<file path="config.mk">
export PLATFORM = sky130hd
export DESIGN_NAME = edid_i2c_reader_flat
export DESIGN_NICKNAME = d
export VERILOG_FILES = /design/src/rtl/edid_i2c_reader_if.sv /design/src/rtl/edid_i2c_reader.sv /design/src/flat_wrapper.sv
export SDC_FILE = /design/constraint.sdc
export NUM_CORES = 1
export LEC_CHECK = 0
export ABC_AREA = 0
export CAP_MARGIN = 20
export CORE_UTILIZATION = 50
export CTS_BUF_LIST = sky130_fd_sc_hd__clkbuf_8 sky130_fd_sc_hd__clkbuf_16
export DETAILED_ROUTE_END_ITERATION = 8
export PLACE_DENSITY = 0.78
export SLEW_MARGIN = 10
export SYNTH_ARGS = -nofsm -noshare
export SYNTH_HDL_FRONTEND = slang
export SYNTH_SLANG_ARGS = --single-unit
</file>
<file path="constraint.sdc">
create_clock -name clk -period 2.5 [get_ports clk]
set_clock_uncertainty 0.2 [all_clocks]
set_input_delay 0.75 -clock clk [delete_from_list [all_inputs] [get_ports clk]]
set_output_delay 0.75 -clock clk [all_outputs]
set_load 0.005 [all_outputs]
</file>
<file path="src/rtl/edid_i2c_reader_if.sv">
`default_nettype none
// =====================================================================
// Module   : edid_i2c_reader_if
// Brief    : Read-request handshake and I2C pin bundle for edid_i2c_reader
// Revision : 1.0
// =====================================================================
interface edid_i2c_reader_if;
    logic       start;
    logic [7:0] start_addr;
    logic [8:0] byte_count;
    logic       busy;
    logic       done;
    logic       error;
    logic [7:0] rd_data;
    logic       rd_valid;
    logic       scl_oe;
    logic       sda_oe;
    logic       sda_i;

    modport slave (
        input  start, start_addr, byte_count, sda_i,
        output busy, done, error, rd_data, rd_valid, scl_oe, sda_oe
    );

    modport master (
        output start, start_addr, byte_count, sda_i,
        input  busy, done, error, rd_data, rd_valid, scl_oe, sda_oe
    );
endinterface
`default_nettype wire

</file>
<file path="src/rtl/edid_i2c_reader.sv">
`default_nettype none
// =====================================================================
// Module   : edid_i2c_reader
// Brief    : I2C master that reads byte_count EDID bytes from start_addr
// Revision : 1.0
// =====================================================================
module edid_i2c_reader #(
    parameter int       CLK_DIV  = 625,
    parameter bit [6:0] DEV_ADDR = 7'h50
) (
    input  wire logic        clk,
    input  wire logic        rst_n,
    edid_i2c_reader_if.slave bus
);
    localparam int            QW     = (CLK_DIV > 1) ? $clog2(CLK_DIV) : 1;
    localparam logic [QW-1:0] Q_LAST = QW'(CLK_DIV - 1);

    typedef enum logic [3:0] {
        ST_IDLE, ST_START, ST_CTRL_W, ST_ACK_W, ST_ADDR, ST_ACK_A, ST_RSTART,
        ST_CTRL_R, ST_ACK_R, ST_READ, ST_MACK, ST_STOP, ST_FIN
    } state_t;

    state_t        state, state_nx;
    logic [QW-1:0] qcnt;
    logic [1:0]    quarter;
    logic [2:0]    bit_cnt;
    logic [7:0]    tx_sh, rx_sh, addr_q;
    logic [8:0]    remain;
    logic          err_flag, ack_bit;
    logic [1:0]    sda_sync;
    logic          active, q_end, bit_end, byte_end, sample_pt, accept;
    logic          scl_d, sda_d;

    assign active    = (state != ST_IDLE) && (state != ST_FIN);
    assign q_end     = active && (qcnt == Q_LAST);
    assign bit_end   = q_end && (quarter == 2'd3);
    assign byte_end  = bit_end && (bit_cnt == 3'd7);
    assign sample_pt = q_end && (quarter == 2'd2);
    assign accept    = !active && bus.start;

    assign bus.busy  = active;
    assign bus.done  = (state == ST_FIN) && !err_flag;
    assign bus.error = (state == ST_FIN) && err_flag;

    always_ff @(posedge clk or negedge rst_n) begin
        if (!rst_n) state <= ST_IDLE;
        else        state <= state_nx;
    end

    // Line levels are decoded per quarter here and registered below so the pins never glitch.
    always_comb begin
        state_nx = state;
        scl_d    = 1'b0;
        sda_d    = 1'b0;
        case (state)
            ST_IDLE, ST_FIN: begin
                state_nx = ST_IDLE;
                if (bus.start) begin
                    if (bus.byte_count == 9'd0) state_nx = ST_FIN;
                    else                        state_nx = ST_START;
                end
            end
            ST_START: begin
                scl_d = (quarter == 2'd3);
                sda_d = quarter[1];
                if (bit_end) state_nx = ST_CTRL_W;
            end
            ST_CTRL_W, ST_ADDR, ST_CTRL_R: begin
                scl_d = ~quarter[1];
                sda_d = ~tx_sh[7];
                if (byte_end) begin
                    if (state == ST_CTRL_W)    state_nx = ST_ACK_W;
                    else if (state == ST_ADDR) state_nx = ST_ACK_A;
                    else                       state_nx = ST_ACK_R;
                end
            end
            ST_ACK_W, ST_ACK_A, ST_ACK_R: begin
                scl_d = ~quarter[1];
                if (bit_end) begin
                    if (ack_bit)                state_nx = ST_STOP;
                    else if (state == ST_ACK_W) state_nx = ST_ADDR;
                    else if (state == ST_ACK_A) state_nx = ST_RSTART;
                    else                        state_nx = ST_READ;
                end
            end
            ST_RSTART: begin
                scl_d = ~quarter[1];
                sda_d = (quarter == 2'd3);
                if (bit_end) state_nx = ST_CTRL_R;
            end
            ST_READ: begin
                scl_d = ~quarter[1];
                if (byte_end) state_nx = ST_MACK;
            end
            ST_MACK: begin
                scl_d = ~quarter[1];
                sda_d = (remain != 9'd1);
                if (bit_end) begin
                    if (remain == 9'd1) state_nx = ST_STOP;
                    else                state_nx = ST_READ;
                end
            end
            ST_STOP: begin
                scl_d = ~quarter[1];
                sda_d = (quarter != 2'd3);
                if (bit_end) state_nx = ST_FIN;
            end
            default: state_nx = ST_IDLE;
        endcase
    end

    always_ff @(posedge clk or negedge rst_n) begin
        if (!rst_n) begin
            qcnt         <= '0;
            quarter      <= 2'd0;
            bit_cnt      <= 3'd0;
            tx_sh        <= 8'h00;
            rx_sh        <= 8'h00;
            addr_q       <= 8'h00;
            remain       <= 9'd0;
            err_flag     <= 1'b0;
            ack_bit      <= 1'b0;
            sda_sync     <= 2'b11;
            bus.scl_oe   <= 1'b0;
            bus.sda_oe   <= 1'b0;
            bus.rd_data  <= 8'h00;
            bus.rd_valid <= 1'b0;
        end else begin
            sda_sync     <= {sda_sync[0], bus.sda_i};
            bus.scl_oe   <= scl_d;
            bus.sda_oe   <= sda_d;
            bus.rd_valid <= 1'b0;
            if (accept) begin
                qcnt     <= '0;
                quarter  <= 2'd0;
                bit_cnt  <= 3'd0;
                addr_q   <= bus.start_addr;
                remain   <= bus.byte_count;
                err_flag <= 1'b0;
                tx_sh    <= {DEV_ADDR, 1'b0};
            end else if (active) begin
                qcnt <= q_end ? '0 : qcnt + QW'(1);
                if (q_end) quarter <= quarter + 2'd1;
                if (sample_pt) begin
                    if (state == ST_ACK_W || state == ST_ACK_A || state == ST_ACK_R)
                        ack_bit <= sda_sync[1];
                    if (state == ST_READ) begin
                        rx_sh <= {rx_sh[6:0], sda_sync[1]};
                        if (bit_cnt == 3'd7) begin
                            bus.rd_data  <= {rx_sh[6:0], sda_sync[1]};
                            bus.rd_valid <= 1'b1;
                        end
                    end
                end
                if (bit_end) begin
                    case (state)
                        ST_CTRL_W, ST_ADDR, ST_CTRL_R: begin
                            tx_sh   <= {tx_sh[6:0], 1'b0};
                            bit_cnt <= bit_cnt + 3'd1;
                        end
                        ST_READ:   bit_cnt <= bit_cnt + 3'd1;
                        ST_ACK_W: begin
                            tx_sh    <= addr_q;
                            err_flag <= ack_bit;
                        end
                        ST_ACK_A, ST_ACK_R: err_flag <= ack_bit;
                        ST_RSTART: tx_sh  <= {DEV_ADDR, 1'b1};
                        ST_MACK:   remain <= remain - 9'd1;
                        default: ;
                    endcase
                end
            end else begin
                qcnt    <= '0;
                quarter <= 2'd0;
            end
        end
    end
endmodule
`default_nettype wire
</file>
<file path="src/flat_wrapper.sv">
// flat-port wrapper written by rule: the top's interface ports become plain ports
module edid_i2c_reader_flat 
#(
    parameter int       CLK_DIV  = 625,
    parameter bit [6:0] DEV_ADDR = 7'h50
)
  (clk, rst_n, bus_start, bus_start_addr, bus_byte_count, bus_sda_i, bus_busy, bus_done, bus_error, bus_rd_data, bus_rd_valid, bus_scl_oe, bus_sda_oe);
  edid_i2c_reader_if bus_i ();
  input  wire logic clk;
  input  wire logic rst_n;
  input wire logic [$bits(bus_i.start)-1:0] bus_start;
  input wire logic [$bits(bus_i.start_addr)-1:0] bus_start_addr;
  input wire logic [$bits(bus_i.byte_count)-1:0] bus_byte_count;
  input wire logic [$bits(bus_i.sda_i)-1:0] bus_sda_i;
  output wire logic [$bits(bus_i.busy)-1:0] bus_busy;
  output wire logic [$bits(bus_i.done)-1:0] bus_done;
  output wire logic [$bits(bus_i.error)-1:0] bus_error;
  output wire logic [$bits(bus_i.rd_data)-1:0] bus_rd_data;
  output wire logic [$bits(bus_i.rd_valid)-1:0] bus_rd_valid;
  output wire logic [$bits(bus_i.scl_oe)-1:0] bus_scl_oe;
  output wire logic [$bits(bus_i.sda_oe)-1:0] bus_sda_oe;
  assign bus_i.start = bus_start;
  assign bus_i.start_addr = bus_start_addr;
  assign bus_i.byte_count = bus_byte_count;
  assign bus_i.sda_i = bus_sda_i;
  assign bus_busy = bus_i.busy;
  assign bus_done = bus_i.done;
  assign bus_error = bus_i.error;
  assign bus_rd_data = bus_i.rd_data;
  assign bus_rd_valid = bus_i.rd_valid;
  assign bus_scl_oe = bus_i.scl_oe;
  assign bus_sda_oe = bus_i.sda_oe;
  edid_i2c_reader #(.CLK_DIV(CLK_DIV), .DEV_ADDR(DEV_ADDR)) u_core (.clk(clk), .rst_n(rst_n), .bus(bus_i));
endmodule
</file>
==> results.md, run 1 <==
- Commonest cells post-synth: dfrtp_1 (64), nand2_1 (46), nor2_1 (31), mux2_2 (24), a21oi_1 (16)
- WL final: roughly 7 mm
- Dpl hpwl: roughly 5.2 mm
- FF/Latch Area: around 1700 sq um
- Multi-input logic area: between 1500 and 2000 sq um
- GRT overflow: 0
- Setup CP Type: input pin to flop
- Share of cells above drive strength 1: 0.2195
- Ranking of synthesized cells by area: dfrtp_1 (47%), mux2_2 (7.9%), nand2_1 (5.0%)
- CP Capture Type: flop
- CTS Buffer Depth: 2
- Final Util: 0.6480
- Yosys cell types: 60
- Boundary Pins: 35
- Reg-to-reg slack, setup: roughly 0.12 ns
- Avg Inst Size Synth: 9.934 sq um
- First-pass GRT wire length: between 10 and 15 mm
- Max FO, Critical Path: 3
- DRT iter0 DRCs: roughly 160
- Top-count cell post-synth: dfrtp_1
- Comb power frac: 0.382
- Async set-or-reset flop fraction in the synthesized netlist: 1.000
- Clk Latency, worst-skew pair: about 0.34 ns
- Post-route DRC: 1
- Vias in the first global route: 2714
- Clk sinks: between 60 and 70
- Initial Util: 0.5292
- Net switching power: 1.420 mW
- Largest net degree at the start of global routing: 37
- Die ar.: approximately 7000 sq um
- Total Negative Setup Slacks: 0 ns
- DR pass1 iterations: 6
- Rows: 29
- Slew Limit Fails: 0
- H-tree Lvls: 3
- P_int: 2.512 mW
- Number of max-cap violations: 0
- Final Hold Fails: 0
- Hold Path Class: flop to flop
- Post-synthesis cell area: between 3000 and 4000 sq um
- Unrepaired setup endpoints after global routing: false
- Yosys reg bits: between 60 and 70
- Cell area power density: between 900 and 1000 nW/um^2
- Worst-margin pin slew: 0.5182 ns
- CTS clock-pin slew for the worst setup and hold paths: about 0.07 ns
- Clk pwr share: 0.229
- Synthesized instance count: approximately 350
- Layout area overhead: 22.46%
- Chip width: roughly 85 um
- Total CTS buffers: 9
- Final nets: around 430
- Peak supply drop: between 0.6 and 0.7 mV
- CTS root buf: clkbuf_8
- Fmax: between 400 and 500 MHz
- Mapped Nets: between 300 and 400
- I/O Buffers: 34
- Vias: 2704
- Slew Limit Headroom: 0.6514
- Sw frac: 0.3612
- Final Cycle Share: 0.9763
- Failing checks: design-rule violations
- Via density: 5.657
- Filler cells: 530
- Post-synth EDFFs: 0
- # setup viols final: 0
- Critical path arrival: roughly 2.5 ns
- Core area: 6495 sq um
- Final min period: 2.441 ns
- Top-area cell type share of the netlist area: 0.4660
- Antenna cells: 0
- Total Routing Usage GR: 0.2182
- Seq pwr share: 0.390
- Antenna-violating nets left: 0
- Chip height: between 80 and 90 um
- Status: finished, violations left
- Critical path required time: between 2 and 3 ns
- CTS tree: yes
- Yosys top cell by area: dfrtp_1
- Gpl congestion: between 0.8 and 0.9
- Post-synth top flop: dfrtp_1
- P_leak: ~1.9 nW
- Startpoint Class: input pin
- Seq/Total Area, Yosys: 0.4813
- Number of buffers inserted by hold repair at cts: 0
- Initial antenna violation count: 0
- Ys Warns: 0
- Routed WL per cell: ~15 um
-- power by group through the flow --
stage          clock network (mW)  registers [mW]  logic (mW)
6_report                    0.899            1.53        1.50
5_1_grt                     0.959            1.56        1.69
4_1_cts                     0.916            1.53        1.45
3_5_place_dp                    0            1.55        1.40
3_3_place_gp                    0            1.53        1.35
2_1_floorplan                   0            1.49       0.996
-- cell type report --
cell class	instances	area share
Tap cell	77	0.02289
Clock inverter	6	0.01576
Inverter	11	0.009810
Sequential cell	66	0.3930
Clock buffer	10	0.03270
Timing Repair Buffer	58	0.1225
Multi-Input combinational cell	250	0.4034
-- per-layer routing --
layer | GRT usage | wire length (um) | up-vias
li1 | - | - | 1319
met2 | 0.3762 | 3553 | 75
met1 | 0.2652 | 3032 | 1292
met3 | 0.03794 | 306 | 18
met4 | 0.1079 | 217 | 0
met5 | 0 | 0 | -
-- timing repair --
| action | 4_1_cts | 5_1_grt |
|---|---|---|
| buffers inserted | 5 | 1 |
| gates resized for setup | 7 | 13 |
| endpoints found under the setup margin | 3 | 27 |
| hold endpoints to repair | 0 | 0 |
| pin swaps | 1 | 1 |
-- worst max-delay path, cell delays in order --
cell             delay (ns)
clkdlybuf4s50_1        0.47
or3b_4                 0.39
buf_4                  0.15
or3_1                  0.35
nor2_2                 0.15
nor2_1                 0.06
o21ai_1                0.16
-- registers in the layout, summed over array words and instances (netlist names), 3 cells and up --
signal / count
u_core.addr_q: 8
u_core.bit_cnt: 3
u_core.bus.rd_data: 8
u_core.qcnt: 10
u_core.remain: 9
u_core.rx_sh: 7
u_core.state: 4
u_core.tx_sh: 8
-- stage by stage --
stage	cell area (sq um)	total power [mW]	hold slack, ns	std cells	setup WS, ns
5_1_grt	4209	4.210	0.1634	478	0.0001266
3_3_place_gp	3919	2.878	0.1471	456	-0.3060
3_5_place_dp	3919	2.947	0.1496	456	-0.3633
4_1_cts	4174	3.897	0.1608	477	-0.03923
6_report	4209	3.932	0.1589	478	0.05926
2_1_floorplan	3437	2.482	0.1452	346	0.1515
-- path summary, 6_finish.rpt --
check	start	end	depth (start not counted)
hold / removal	u_core.sda_sync[0]	u_core.sda_sync[1]	0
min in group asynchronous	rst_n	u_core.qcnt[4]	2
max in group asynchronous	rst_n	u_core.addr_q[6]	2
hold reg to reg	u_core.sda_sync[0]	u_core.sda_sync[1]	0
setup reg to reg	u_core.state[3]	u_core.bit_cnt[2]	8
setup / recovery	bus_start	u_core.state[2]	7
-- logic make-up after synthesis --
group                      synth area share
xor gates and xnor gates            0.04587
AOI/OAI and AO/OA                    0.1118
buffers and inverters               0.03677
and+or+nand+nor                      0.2020
DFF                                  0.4813
muxes                               0.09319
adders and majority gates           0.02912
-- layout by cell type (no fill, tap or decap), types with 8 or more instances in the layout --
cell type,Yosys,layout
inv_1,11,11
clkdlybuf4s50_1,0,30
xnor2_1,8,8
ha_1,8,8
buf_4,1,22
nand2_1,46,46
dfrtp_1,64,64
o21ai_0,14,12
mux2_2,24,24
xor2_1,10,10
a21oi_1,16,16
clkbuf_8,0,10
nand3_1,8,8
nor2_1,31,29
Power figures use the tool's default switching activity.
==> run 2, diff against run 1 <==
- CELL_PAD_IN_SITES_DETAIL_PLACEMENT: unset -> 0
- CELL_PAD_IN_SITES_GLOBAL_PLACEMENT: unset -> 2
- CORE_UTILIZATION: 50 -> 36
- CTS_BUF_LIST: sky130_fd_sc_hd__clkbuf_8 sky130_fd_sc_hd__clkbuf_16 -> unset
- PLACE_DENSITY: 0.78 -> 0.85
==> run 2 against run 1 <==
  * The run now ends clean
  * First-iteration DRC count shrank 63%
  * Global-route usage shrank 4.8 points
  * Highest routed layer unchanged
  * Critical path type unchanged
  * Final cell count grew 11%
  * Power grew 3.3%
  * Clock power grew 13%
  * Routed wire length grew 8.2%
  * Maximum frequency shrank 1.0%
  * Via count shrank 1.5%
  * Critical endpoint is now u_core.tx_sh[4]
==> results.md, run 2 (synthesized netlist as in run 1, its figures left out) <==
- Status: finished, final reports clean
- Critical Path Max Stage Delay: 0.49 ns (+0.02 ns)
- Slew Limit Fails: 0 (unchanged)
- CTS Buffer Depth: 2 (unchanged)
- WL final: 7.690 mm (+8.2%)
- Rows: 35 (+21%)
- Cells along the critical path: clkdlybuf4s50_1, or3b_4, o22a_1, o22a_2, a22o_1, mux2_2
- Reg-to-reg slack, setup: 0.14 ns (+0.02 ns)
- RR Startpoint: u_core.state[3]
- Total power: 4.060 mW (+3.3%)
- Number of buffers inserted by hold repair at cts: 0 (unchanged)
- Slowest CP cell: clkdlybuf4s50_1
- Initial antenna violation count: 0 (unchanged)
- Worst Hold End: u_core.sda_sync[1]
- Antenna cells: 0 (unchanged)
- Dpl hpwl: 5.343 mm (+3.1%)
- Total Routing Usage GR: 0.1700 (-0.04814)
- Max FO, Critical Path: 5 (+2)
- Critical path arrival: 2.49 ns (about the same)
- Hold Path Class: flop to flop
- Most common cell after layout, fill and taps aside: dfrtp_1
- Critical path required time: 2.52 ns (-0.04 ns)
- Chip height: 99.71 um (+17%)
- Worst r2r path cells: 7 (-1)
- Vias in the first global route: 2691 (-0.85%)
- Die ar.: 9942 sq um (+38%)
- I/O Buffers: 34 (unchanged)
- Most frequent cells in the layout: dfrtp_1 (63), nand2_1 (46), nor2_1 (30), clkdlybuf4s50_1 (30)
- GRT overflow: 0 (unchanged)
- Gpl congestion: 0.8383 (-3.8%)
- Total CTS buffers: 9 (unchanged)
- Setup CP Type: input pin to flop
- Slew Limit Headroom: 0.6271 (-0.02427)
- DRT iter0 DRCs: 57 (-63%)
- Worst-margin pin slew: 0.5542 ns (+0.03607 ns)
- FF-to-FF End: u_core.bit_cnt[2]
- Routed WL per cell: 14.48 um (-2.6%)
- Max FFs per register: 10 (unchanged)
- CTS root buf: clkbuf_8
- DR pass1 iterations: 4 (-2)
- First-pass GRT wire length: 13.06 mm (+5.6%)
- Placed instance count: 509 (+12%)
- Cell area power density: 943.0 nW/um^2 (+0.94%)
- Post-route DRC: 0 (-1)
- H-tree Lvls: 3 (unchanged)
- Final Hold Fails: 0 (unchanged)
- Chip width: 99.71 um (+17%)
- Fmax: 405.4 MHz (-1.0%)
- Non-Filler Instances: 531 (+11%)
- Final Cycle Share: 0.9866 (+0.01032)
- CTS clock-pin slew for the worst setup and hold paths: 0.08 ns (about the same)
- Initial Util: 0.3720 (-0.1572)
- Core area: 9240 sq um (+42%)
- CTS tree: yes
- Final min period: 2.467 ns (+0.02579 ns)
- Boundary Pins: 35 (unchanged)
- Antenna-violating nets left: 0 (unchanged)
- Share of cells above drive strength 1: 0.2164 (-0.003033)
- Layout area overhead: 25.26%
- CP Capture Type: flop
- WHS Path Cells: 0 (unchanged)
- Hold_sp: u_core.sda_sync[0]
- Total Negative Setup Slacks: 0 ns (unchanged)
- Startpoint Class: input pin
- Vias: 2663 (-1.5%)
- Largest regs: u_core.qcnt x10, u_core.remain x9
- Via density: 5.015 (-11%)
- Clk sinks: 66 (unchanged)
- P_leak: 1.931 nW (+0.80%)
- Number of max-cap violations: 0 (unchanged)
- Peak supply drop: 0.4896 mV (-22%)
- Biggest register: u_core.qcnt
- Final nets: 426 (+0.24%)
- Clk Latency, worst-skew pair: 0.35 ns (about the same)
- Largest net degree at the start of global routing: 67 (+81%)
- # setup viols final: 0 (unchanged)
-- run 2: what timing repair did --
action	CTS	global route
buffers inserted	6	0
endpoints found under the hold margin	0	0
setup endpoints to repair	3	18
pin swaps	1	0
gates resized for setup	10	4
-- run 2: power breakdown --
group          internal (mW)  switching [mW]  total, mW  leakage (nW)
clock                  0.570           0.450       1.02         0.114
sequential              1.32           0.187       1.51         0.856
combinational          0.725           0.806       1.53         0.961
total                   2.62            1.44       4.06          1.93
-- run 2: per-stage QoR --
stage	cell area [sq um]	hold WS (ns)	setup slack, ns	util
4_1_cts	4299	0.1582	0.03075	0.4653
3_5_place_dp	4004	0.1513	-0.3355	0.4333
2_1_floorplan	3437	0.1452	0.1515	-
3_3_place_gp	4004	0.1502	-0.3132	0.4333
5_1_grt	4305	0.1603	-0.007323	0.4659
6_report	4305	0.1618	0.03347	0.4659
-- run 2: cell type report --
type | instances | area (sq um)
Inverter | 11 | 41.29
Sequential cell | 66 | 1655
Clock buffer | 9 | 123.9
Tap cell | 129 | 161.4
Timing Repair Buffer | 59 | 533.0
Fill cell | 885 | 4935
Clock inverter | 7 | 100.1
Multi-Input combinational cell | 250 | 1690
-- run 2: worst max-delay path by stage --
| stage | slack [ns] | from | cells after the start | to |
|---|---|---|---|---|
| 3_5_place_dp | -0.34 | bus_start | 6 | u_core.tx_sh[3] |
| 3_3_place_gp | -0.31 | bus_start | 6 | u_core.tx_sh[6] |
| 4_1_cts | 0.03 | u_core.state[2] | 5 | bus_busy |
| 2_1_floorplan | 0.15 | bus_start | 6 | u_core.tx_sh[1] |
| 6_report | 0.03 | bus_start | 6 | u_core.tx_sh[4] |
| 5_1_grt | -0.007 | bus_start | 6 | u_core.tx_sh[3] |
-- run 2: worst max-delay path, delay by kind of cell --
kind                   cells  cell delay [ns]
muxes                      1             0.26
AOI/OAI and AO/OA          3             0.60
and+or+nand+nor            1             0.39
buffers and inverters      1             0.49
-- run 2: metal layers --
layer  vias to the layer above  part of all wire  track usage
li1                       1316                 -            -
met1                      1291              0.48       0.2114
met2                        47              0.48       0.2854
met3                         9             0.033      0.03725
met4                         0             0.014      0.07014
met5                         -                 0            0
